[config.mk]
export PLATFORM = sky130hd
export DESIGN_NAME = dnn_infer_ctrl_flat
export DESIGN_NICKNAME = d
export VERILOG_FILES = /design/src/rtl/dnn_infer_ctrl_if.sv /design/src/rtl/dnn_infer_ctrl.sv /design/src/flat_wrapper.sv
export SDC_FILE = /design/constraint.sdc
export NUM_CORES = 1
export LEC_CHECK = 0
export BUFFER_PORTS_ARGS = -buffer_cell sky130_fd_sc_hd__buf_2
export CORE_MARGIN = 2
export CORE_UTILIZATION = 48
export DETAILED_ROUTE_END_ITERATION = 7
export GPL_TIMING_DRIVEN = 0
export PLACE_DENSITY = 0.72
export SETUP_SLACK_MARGIN = 0.02
export SLEW_MARGIN = 20
export SYNTH_ARGS = -nofsm -noshare
export SYNTH_HDL_FRONTEND = slang
export SYNTH_SLANG_ARGS = --single-unit
[constraint.sdc]
create_clock -name clk -period 4.73 [get_ports clk]
set_input_delay 0.946 -clock clk [delete_from_list [all_inputs] [get_ports clk]]
set_output_delay 0.946 -clock clk [all_outputs]
set_load 0.01 [all_outputs]
[src/rtl/dnn_infer_ctrl_if.sv]
`default_nettype none
// ============================================================================
//  Module   : dnn_infer_ctrl_if
//  Purpose  : Bundles every handshake and bus signal of dnn_infer_ctrl.
//             - pixel stream : img_valid, img_data, img_ready
//             - act. memory  : wr_en, wr_addr, wr_data
//             - engine ctrl  : eng_start, eng_reset, eng_done, eng_out[10]
//             - result       : res_valid, res_ready, res_class, res_score
//             - status       : busy, err_timeout
//             The master modport is the controller; the slave modport is
//             its environment (pixel source, memory, engine, result sink).
//  Revision : 1.0 - initial release
// ============================================================================
interface dnn_infer_ctrl_if #(
  parameter int DATA_WIDTH = 6,
  parameter int ADDR_WIDTH = 16
);
  logic                         img_valid;
  logic signed [DATA_WIDTH-1:0] img_data;
  logic                         img_ready;

  logic                         wr_en;
  logic [ADDR_WIDTH-1:0]        wr_addr;
  logic [DATA_WIDTH-1:0]        wr_data;

  logic                         eng_start;
  logic                         eng_reset;
  logic                         eng_done;
  logic signed [DATA_WIDTH-1:0] eng_out [10];

  logic                         res_valid;
  logic                         res_ready;
  logic [3:0]                   res_class;
  logic signed [DATA_WIDTH-1:0] res_score;

  logic                         busy;
  logic                         err_timeout;

  modport master (
    input  img_valid, img_data, eng_done, eng_out, res_ready,
    output img_ready, wr_en, wr_addr, wr_data, eng_start, eng_reset,
           res_valid, res_class, res_score, busy, err_timeout
  );

  modport slave (
    output img_valid, img_data, eng_done, eng_out, res_ready,
    input  img_ready, wr_en, wr_addr, wr_data, eng_start, eng_reset,
           res_valid, res_class, res_score, busy, err_timeout
  );
endinterface
`default_nettype wire

[src/rtl/dnn_infer_ctrl.sv]
`default_nettype none
// ============================================================================
//  Module   : dnn_infer_ctrl
//  Purpose  : Sequencer around a 10-class inference engine. Streams one
//             image (NUM_PIX pixels) into activation memory, clears and
//             starts the engine, waits for eng_done (bounded by TIMEOUT),
//             then runs a 10-cycle signed argmax over the engine outputs
//             and presents {class, score} on a valid/ready handshake.
//  Ports    : clk, rst (sync, active high) and one dnn_infer_ctrl_if.master
//             carrying the pixel, memory-write, engine, result and status
//             signals.
//  Revision : 1.0 - initial release
// ============================================================================
module dnn_infer_ctrl #(
  parameter int                    DATA_WIDTH  = 6,
  parameter int                    ADDR_WIDTH  = 16,
  parameter logic [ADDR_WIDTH-1:0] ADDR_BASE_A = 16'h0000,
  parameter int                    NUM_PIX     = 400,
  parameter logic [19:0]           TIMEOUT     = 20'd1000000
) (
  input  logic                clk,
  input  logic                rst,
  dnn_infer_ctrl_if.master    bus
);

  localparam int PIX_W = (NUM_PIX > 1) ? $clog2(NUM_PIX) : 1;
  localparam logic [PIX_W-1:0] C_LAST_PIX = PIX_W'(NUM_PIX - 1);
  localparam logic [3:0]       C_LAST_IDX = 4'd9;

  typedef enum logic [2:0] {
    S_IDLE   = 3'd0,
    S_LOAD   = 3'd1,
    S_CLR    = 3'd2,
    S_START  = 3'd3,
    S_RUN    = 3'd4,
    S_ARGMAX = 3'd5,
    S_RESULT = 3'd6
  } state_t;

  state_t                       r_state;
  state_t                       w_next;
  logic [PIX_W-1:0]             r_pix_cnt;
  logic [19:0]                  r_run_cnt;
  logic signed [DATA_WIDTH-1:0] r_lat [10];
  logic [3:0]                   r_idx;
  logic [3:0]                   r_best_idx;
  logic signed [DATA_WIDTH-1:0] r_best_val;
  logic                         r_err;

  logic w_ready;
  logic w_accept;
  logic w_last_pix;
  logic w_timeout;
  logic w_eng_start;
  logic w_eng_reset;
  logic w_res_valid;
  logic w_busy;

  // img_ready is forced low while rst is asserted, which also blocks writes.
  assign w_ready    = !rst && (r_state == S_IDLE || r_state == S_LOAD);
  assign w_accept   = bus.img_valid && w_ready;
  assign w_last_pix = (r_pix_cnt == C_LAST_PIX);
  // Abort on the TIMEOUT-th RUN cycle unless the engine finishes in it.
  assign w_timeout  = (r_state == S_RUN) && !bus.eng_done &&
                      (r_run_cnt == TIMEOUT - 20'd1);

  always_comb begin
    w_next      = r_state;
    w_eng_start = 1'b0;
    w_eng_reset = 1'b0;
    w_res_valid = 1'b0;
    w_busy      = (r_state != S_IDLE);
    case (r_state)
      S_IDLE, S_LOAD: begin
        if (w_accept) begin
          w_next = w_last_pix ? S_CLR : S_LOAD;
        end
      end
      S_CLR: begin
        w_eng_reset = 1'b1;
        w_next      = S_START;
      end
      S_START: begin
        w_eng_start = 1'b1;
        w_next      = S_RUN;
      end
      S_RUN: begin
        if (bus.eng_done) begin
          w_next = S_ARGMAX;
        end else if (w_timeout) begin
          w_eng_reset = 1'b1;
          w_next      = S_IDLE;
        end
      end
      S_ARGMAX: begin
        if (r_idx == C_LAST_IDX) begin
          w_next = S_RESULT;
        end
      end
      S_RESULT: begin
        w_res_valid = 1'b1;
        if (bus.res_ready) begin
          w_next = S_IDLE;
        end
      end
      default: w_next = S_IDLE;
    endcase
    if (rst) begin
      w_eng_start = 1'b0;
      w_eng_reset = 1'b0;
      w_res_valid = 1'b0;
      w_busy      = 1'b0;
      w_next      = S_IDLE;
    end
  end

  always_ff @(posedge clk) begin
    if (rst) begin
      r_state    <= S_IDLE;
      r_pix_cnt  <= '0;
      r_run_cnt  <= '0;
      r_idx      <= '0;
      r_best_idx <= '0;
      r_best_val <= '0;
      r_err      <= 1'b0;
    end else begin
      r_state <= w_next;

      if (w_accept) begin
        r_pix_cnt <= w_last_pix ? '0 : r_pix_cnt + 1'b1;
        r_err     <= 1'b0;
      end

      case (r_state)
        S_START: r_run_cnt <= '0;
        S_RUN: begin
          r_run_cnt <= r_run_cnt + 20'd1;
          r_idx     <= '0;
        end
        S_ARGMAX: begin
          r_idx <= r_idx + 4'd1;
          // Entry 0 seeds the scan; later entries win only when strictly
          // greater, so ties keep the lowest index.
          if (r_idx == 4'd0 || r_lat[r_idx] > r_best_val) begin
            r_best_val <= r_lat[r_idx];
            r_best_idx <= r_idx;
          end
        end
        default: ;
      endcase

      if (w_timeout) begin
        r_err <= 1'b1;
      end

      if (r_state != S_IDLE && w_next == S_IDLE) begin
        r_pix_cnt  <= '0;
        r_run_cnt  <= '0;
        r_best_idx <= '0;
        r_best_val <= '0;
      end
    end
  end

  // Engine outputs are pure datapath: only captured on the done cycle.
  always_ff @(posedge clk) begin
    if (r_state == S_RUN && bus.eng_done) begin
      for (int i = 0; i < 10; i++) begin
        r_lat[i] <= bus.eng_out[i];
      end
    end
  end

  assign bus.img_ready   = w_ready;
  assign bus.wr_en       = w_accept;
  assign bus.wr_addr     = ADDR_BASE_A + ADDR_WIDTH'(r_pix_cnt);
  assign bus.wr_data     = bus.img_data;
  assign bus.eng_start   = w_eng_start;
  assign bus.eng_reset   = w_eng_reset;
  assign bus.res_valid   = w_res_valid;
  assign bus.res_class   = r_best_idx;
  assign bus.res_score   = r_best_val;
  assign bus.busy        = w_busy;
  assign bus.err_timeout = r_err && !rst;

endmodule
`default_nettype wire

[src/flat_wrapper.sv]
// flat-port wrapper written by rule: the top's interface ports become plain ports
module dnn_infer_ctrl_flat 
#(
  parameter int                    DATA_WIDTH  = 6,
  parameter int                    ADDR_WIDTH  = 16,
  parameter logic [ADDR_WIDTH-1:0] ADDR_BASE_A = 16'h0000,
  parameter int                    NUM_PIX     = 400,
  parameter logic [19:0]           TIMEOUT     = 20'd1000000
)
  (clk, rst, bus_img_valid, bus_img_data, bus_eng_done, bus_eng_out, bus_res_ready, bus_img_ready, bus_wr_en, bus_wr_addr, bus_wr_data, bus_eng_start, bus_eng_reset, bus_res_valid, bus_res_class, bus_res_score, bus_busy, bus_err_timeout);
  dnn_infer_ctrl_if #(.DATA_WIDTH(DATA_WIDTH), .ADDR_WIDTH(ADDR_WIDTH)) bus_i ();
  input  logic clk;
  input  logic rst;
  input wire logic [$bits(bus_i.img_valid)-1:0] bus_img_valid;
  input wire logic [$bits(bus_i.img_data)-1:0] bus_img_data;
  input wire logic [$bits(bus_i.eng_done)-1:0] bus_eng_done;
  input wire logic [$bits(bus_i.eng_out)-1:0] bus_eng_out;
  input wire logic [$bits(bus_i.res_ready)-1:0] bus_res_ready;
  output wire logic [$bits(bus_i.img_ready)-1:0] bus_img_ready;
  output wire logic [$bits(bus_i.wr_en)-1:0] bus_wr_en;
  output wire logic [$bits(bus_i.wr_addr)-1:0] bus_wr_addr;
  output wire logic [$bits(bus_i.wr_data)-1:0] bus_wr_data;
  output wire logic [$bits(bus_i.eng_start)-1:0] bus_eng_start;
  output wire logic [$bits(bus_i.eng_reset)-1:0] bus_eng_reset;
  output wire logic [$bits(bus_i.res_valid)-1:0] bus_res_valid;
  output wire logic [$bits(bus_i.res_class)-1:0] bus_res_class;
  output wire logic [$bits(bus_i.res_score)-1:0] bus_res_score;
  output wire logic [$bits(bus_i.busy)-1:0] bus_busy;
  output wire logic [$bits(bus_i.err_timeout)-1:0] bus_err_timeout;
  assign bus_i.img_valid = bus_img_valid;
  assign bus_i.img_data = bus_img_data;
  assign bus_i.eng_done = bus_eng_done;
  assign bus_i.eng_out = {>>{bus_eng_out}};
  assign bus_i.res_ready = bus_res_ready;
  assign bus_img_ready = bus_i.img_ready;
  assign bus_wr_en = bus_i.wr_en;
  assign bus_wr_addr = bus_i.wr_addr;
  assign bus_wr_data = bus_i.wr_data;
  assign bus_eng_start = bus_i.eng_start;
  assign bus_eng_reset = bus_i.eng_reset;
  assign bus_res_valid = bus_i.res_valid;
  assign bus_res_class = bus_i.res_class;
  assign bus_res_score = bus_i.res_score;
  assign bus_busy = bus_i.busy;
  assign bus_err_timeout = bus_i.err_timeout;
  dnn_infer_ctrl #(.DATA_WIDTH(DATA_WIDTH), .ADDR_WIDTH(ADDR_WIDTH), .ADDR_BASE_A(ADDR_BASE_A), .NUM_PIX(NUM_PIX), .TIMEOUT(TIMEOUT)) u_core (.clk(clk), .rst(rst), .bus(bus_i));
endmodule
# Word-level counts from Yosys, hierarchy flattened
# Memories as Yosys holds them, arrays and structs flattened. A register that Yosys moved wholly into a read port is not among the register bits.
# Cells that the tools add are included.
# classes
add_sub_neg	3
order_cmp	1
n_eq_ne	9
mux	26
n_reduce_logical	21
# ops
cell	count
20-bit case mux with 2 select lines	1
20-bit by 1-bit adder with 20-bit output, second input constant	1
20-bit == test, second input constant	1
3-bit 2-to-1 mux	6
3-bit case mux with 6 select lines	1
1-bit 2-to-1 mux	12
9-bit by 1-bit adder with 9-bit output, second input constant	1
3-bit == test, second input constant	3
9-bit == test, second input constant	1
9-bit 2-to-1 mux	1
4-bit 2-to-1 mux	2
4-bit case mux with 2 select lines	1
1-bit logical AND	7
3-bit by 2-bit == test with 1-bit output, second input constant	2
6-bit > comparator	1
3-bit logical NOT	2
2-bit nonzero test	3
4-bit by 1-bit adder with 4-bit output, second input constant	1
4-bit == test, second input constant	1
4-bit logical NOT	1
2-bit OR reduction	2
3-bit by 1-bit == test with 1-bit output, second input constant	1
3-bit nonzero test	1
1-bit logical NOT	2
other kinds (4)	5
# totals
regBits	47
mem_bits_rw	60
input_bits	71
output_inout_bits	39
wordCells	68
n_memories	1
# memory_table
name	depth	word_bits	rd	rd_ports_with_merged_regs	write_ports	line	rtl
u_core.r_lat	10	6	1	1	10	dnn_infer_ctrl.sv:44	logic signed [DATA_WIDTH-1:0] r_lat [10];

# Longest topological paths before layout
# logic_depth
depth_word	10
mapped_depth	12
depth_no_buf	9

# Worst setup path after synthesis
# No wires, ideal clock.
# synth_path
path_kind	reg-to-reg
from	register u_core.r_state[2]
to	memory u_core.r_lat[0][0], enable pin
setup_ns	0.424
arrival_time_ns	2.696
required_ns	4.306
path_slack_ns	1.610
stages_incl_launch_ff	5
path_buffers	2
synth_period_minus_slack_ns	3.120
cell_sequence	dfxtp_1 -> clkbuf_1 -> nor3b_1 -> buf_2 -> and2_1
# synth_lines
item	line	rtl
start, declared	dnn_infer_ctrl.sv:40	state_t r_state;
start signal, assigned	dnn_infer_ctrl.sv:127	r_state <= w_next;
end, declared	dnn_infer_ctrl.sv:44	

==> results by group <==
Clock network
  – Post_cts resized: 0
  – CTS buffer count: 9
  – Later-pin clock latency in the skew report: 380 ps
  – Number of clock sinks: 111
  – Clock transition time at the flip-flop clock pins of the worst setup and hold paths: 100 ps
  – Clock root buffer: sky130_fd_sc_hd__clkbuf_8
  – Maximum number of buffers from clock root to sink: 2
  – TritonCTS clock tree: built
  – Post-CTS Hold Buffers: 0
  – Number of levels in the clock H-tree: 3
  – Post CTS Setup Buffer Count: 0

Timing
  – Unrepaired setup endpoints after global routing: false
  – Fmax achieved: 266 MHz
  – Setup Skew: 17.7 ps
  – Shortest period the worst path allows: 3760 ps
  – Worst max-slew margin expressed relative to the limit: 33.3%
  – Worst slew pin tran: 994 ps
  – Number of hold-slack violations in the final timing report: 0
  – Total negative setup slack: 0 ps
  – Fraction of the cycle the final worst path needs: 79.4%
  – Setup-violating endpoint count in the final report: 0
  – Final Slew Violations: 0

Setup path
  – Setup CP Type: reg2reg
  – Critical path peak fanout: 10
  – Element type at the critical path end: flip-flop
  – Type of origin of the critical path: flip-flop
  – Data arrival time at the worst-slack endpoint: 4050 ps
  – Critical Path RT: 5030 ps

Die
  – Die span in y: 108 µm
  – # IOs: 110
  – Initial Utilization: 48.7%
  – Row count: 38
  – Placeable core area: 10700 µm²
  – Floorplan die area: 11700 µm²
  – Die extent in x: 108 µm

Logic synthesis
  – Cell type with the largest total area after synthesis: sky130_fd_sc_hd__edfxtp_1
  – Share of flip-flops with an asynchronous set or reset: 0%
  – Sequential fraction of the synthesis area: 54.2%
  – Number of enable flip-flop cells after synthesis: 60
  – Per-instance average area after synthesis: 11.5 µm²
  – Seq cells post-synth: 111
  – Number of distinct library cells after synthesis: 65
  – Cell area after synthesis: 5210 µm²
  – Area share of the largest cell type after synthesis: 34.6%
  – Leading register cell type out of synthesis: sky130_fd_sc_hd__edfxtp_1
  – Biggest area contributors in the synthesized netlist: sky130_fd_sc_hd__edfxtp_1 (35%), sky130_fd_sc_hd__dfxtp_1 (20%), sky130_fd_sc_hd__mux4_2 (5.2%), sky130_fd_sc_hd__a21oi_1 (2.9%), sky130_fd_sc_hd__a22oi_1 (2.7%)
  – Cells after Synth: 454
  – Synthesis Warnings: 0

Route
  – Number of optimization iterations in the first detailed-route pass: 5
  – DR DRC count: 0
  – Mean routed wirelength per cell: 15.4 µm
  – Drt total wl: 10900 µm
  – Initial DRC Count: 304
  – Total number of vias: 3912
  – Antenna-violating nets left: 0
  – Vias per std cell: 5.49

Layout
  – Number of fill cells: 905
  – Layout overhead on the synthesized area: 17.0%
  – Number of antenna repair diodes: 0
  – Fraction of layout instances using a drive strength above 1: 31.3%
  – Net count reported at finish: 649

Power and ir drop
  – Switching power share of the total: 23.9%
  – Largest voltage drop on the vdd net: 0.000183 V
  – Total power draw: 0.00166 W
  – Leakage power figure: 2.28 nW
  – Share of total power in the clock network: 34.1%
  – Switching component of the power: 0.000398 W
  – Internal: 0.00127 W
  – Proportion of power drawn by combinational gates: 4.8%
  – Sequential share of power: 61.1%
  – Power per cell area: 273 nW/µm²

Run
  – Reported max-cap violation count: 0

Placement
  – Post-detail-place hpwl: 8030 µm
  – Last weighted congestion value of the routability-driven placer: 0.864
  – Port-buffer cells: 96

Global routing
  – Vias in the first global route: 3795
  – Overall track demand over capacity in global routing: 19.6%
  – Global-route wire length before repair: 17900 µm
  – Initial antenna violation count: 0
  – Global route overflow: 0
  – Maximum number of pins on one net before global-route repair: 61

Hold path
  – Hold crit path type: reg2reg

Outcome
  – Result of the run: finished clean
[worst max-delay path, stage by stage, from the launching register on]
cell and delay (ps):
sky130_fd_sc_hd__dfxtp_1 320, sky130_fd_sc_hd__clkbuf_1 320, sky130_fd_sc_hd__buf_2 400, sky130_fd_sc_hd__mux4_2 550, sky130_fd_sc_hd__a22oi_1 230, sky130_fd_sc_hd__nand2_1 110
sky130_fd_sc_hd__ha_1 310, sky130_fd_sc_hd__nand3_1 100, sky130_fd_sc_hd__o21bai_1 190, sky130_fd_sc_hd__a311oi_1 790, sky130_fd_sc_hd__o21ai_0 180, sky130_fd_sc_hd__a22oi_1 180
[layout by cell type, fill, tap and decap left out, types with 16 or more instances in the layout]
master	instances
sky130_fd_sc_hd__nand2_1	32
sky130_fd_sc_hd__buf_2	102
sky130_fd_sc_hd__edfxtp_1	60
sky130_fd_sc_hd__clkbuf_1	17
sky130_fd_sc_hd__a21oi_1	30
sky130_fd_sc_hd__o21ai_0	18
sky130_fd_sc_hd__nor2_1	16
sky130_fd_sc_hd__nand3_1	26
sky130_fd_sc_hd__dfxtp_1	51
sky130_fd_sc_hd__a22oi_1	19
[path summary, 6_finish.rpt]
check                          start                       to  slack [ps]  depth (start not counted)
max                        flip-flop  u_core.bus.res_score[5]         970                         11
min          u_core.bus.res_class[3]  u_core.bus.res_class[3]         490                          2
max reg2reg                flip-flop  u_core.bus.res_score[5]         970                         11
min reg2reg  u_core.bus.res_class[3]  u_core.bus.res_class[3]         490                          2
[stage by stage]
step	worst slack (ps)	hold slack [ps]	instance area, µm²	util, %	std cells
after floorplan	1610	466	5230	-	460
after global placement	801	464	5880	55.0	696
after detailed placement	977	477	5890	55.0	696
after CTS	950	493	6090	56.9	712
after global routing	613	522	6090	56.9	712
final	975	486	6090	56.9	712
[flip-flops by register name, indices dropped and copies added, names as in the netlist, named ones only]
register / flops
u_core.r_idx: 4
u_core.bus.res_score: 6
u_core.r_run_cnt: 20
u_core.bus.res_class: 4
u_core.r_err: 1
u_core.r_state: 3
u_core.r_pix_cnt: 9
u_core.r_lat: 60
[cells in the mapped netlist (all sizes together), types with 4 or more instances]
cell    count
edfxtp     60
dfxtp      51
a21oi      40
nand2      32
nand3      26
buf        22
a22oi      19
o21ai      18
clkbuf     17
nor2       16
mux4       12
ha         11
inv        10
and3        9
nor3        9
o211ai      9
mux2        7
nand2b      7
nand4       7
nor2b       6
a211oi      5
nor3b       5
nor4        5
and2        4
mux2i       4
or2         4
[cell families after synthesis]
family / count (synthesis) / share of synthesized area [%]
buf+inv: 50 / 4.97
simple gates: 144 / 15.5
xor+xnor: 2 / 0.337
other cells: 1 / 0.0720
compound gates: 112 / 14.7
flops: 111 / 54.2
fa+ha+maj: 11 / 2.64
mux: 23 / 7.47
[power groups by stage]
stage / Combinational [W] / Sequential [W] / Clock [W]
after floorplan: 0.0000380 / 0.00104 / 0
after global placement: 0.0000770 / 0.00104 / 0
after detailed placement: 0.0000791 / 0.00104 / 0
after CTS: 0.0000794 / 0.00102 / 0.000586
after global routing: 0.0000882 / 0.00102 / 0.000626
final: 0.0000792 / 0.00102 / 0.000568
[layout make-up]
type,count,area [µm²],area share [%]
Clock inverter,7,80.1,1.31
Timing Repair Buffer,96,480,7.89
Multi-Input combinational cell,299,2150,35.3
Tap cell,140,175,2.88
Clock buffer,9,124,2.03
Inverter,11,41.3,0.678
Buffer,39,218,3.57
Sequential cell,111,2820,46.3
[layer usage]
metal  vias up  track usage (%)  share of wire, %
met5         -                0                 0
met4         0             4.67              0.59
met3         6             5.00               7.1
met2       127             33.7                49
met1      1852             24.8                43
li1       1927                -                 -
No activity file was read; power rests on OpenSTA's default activity.
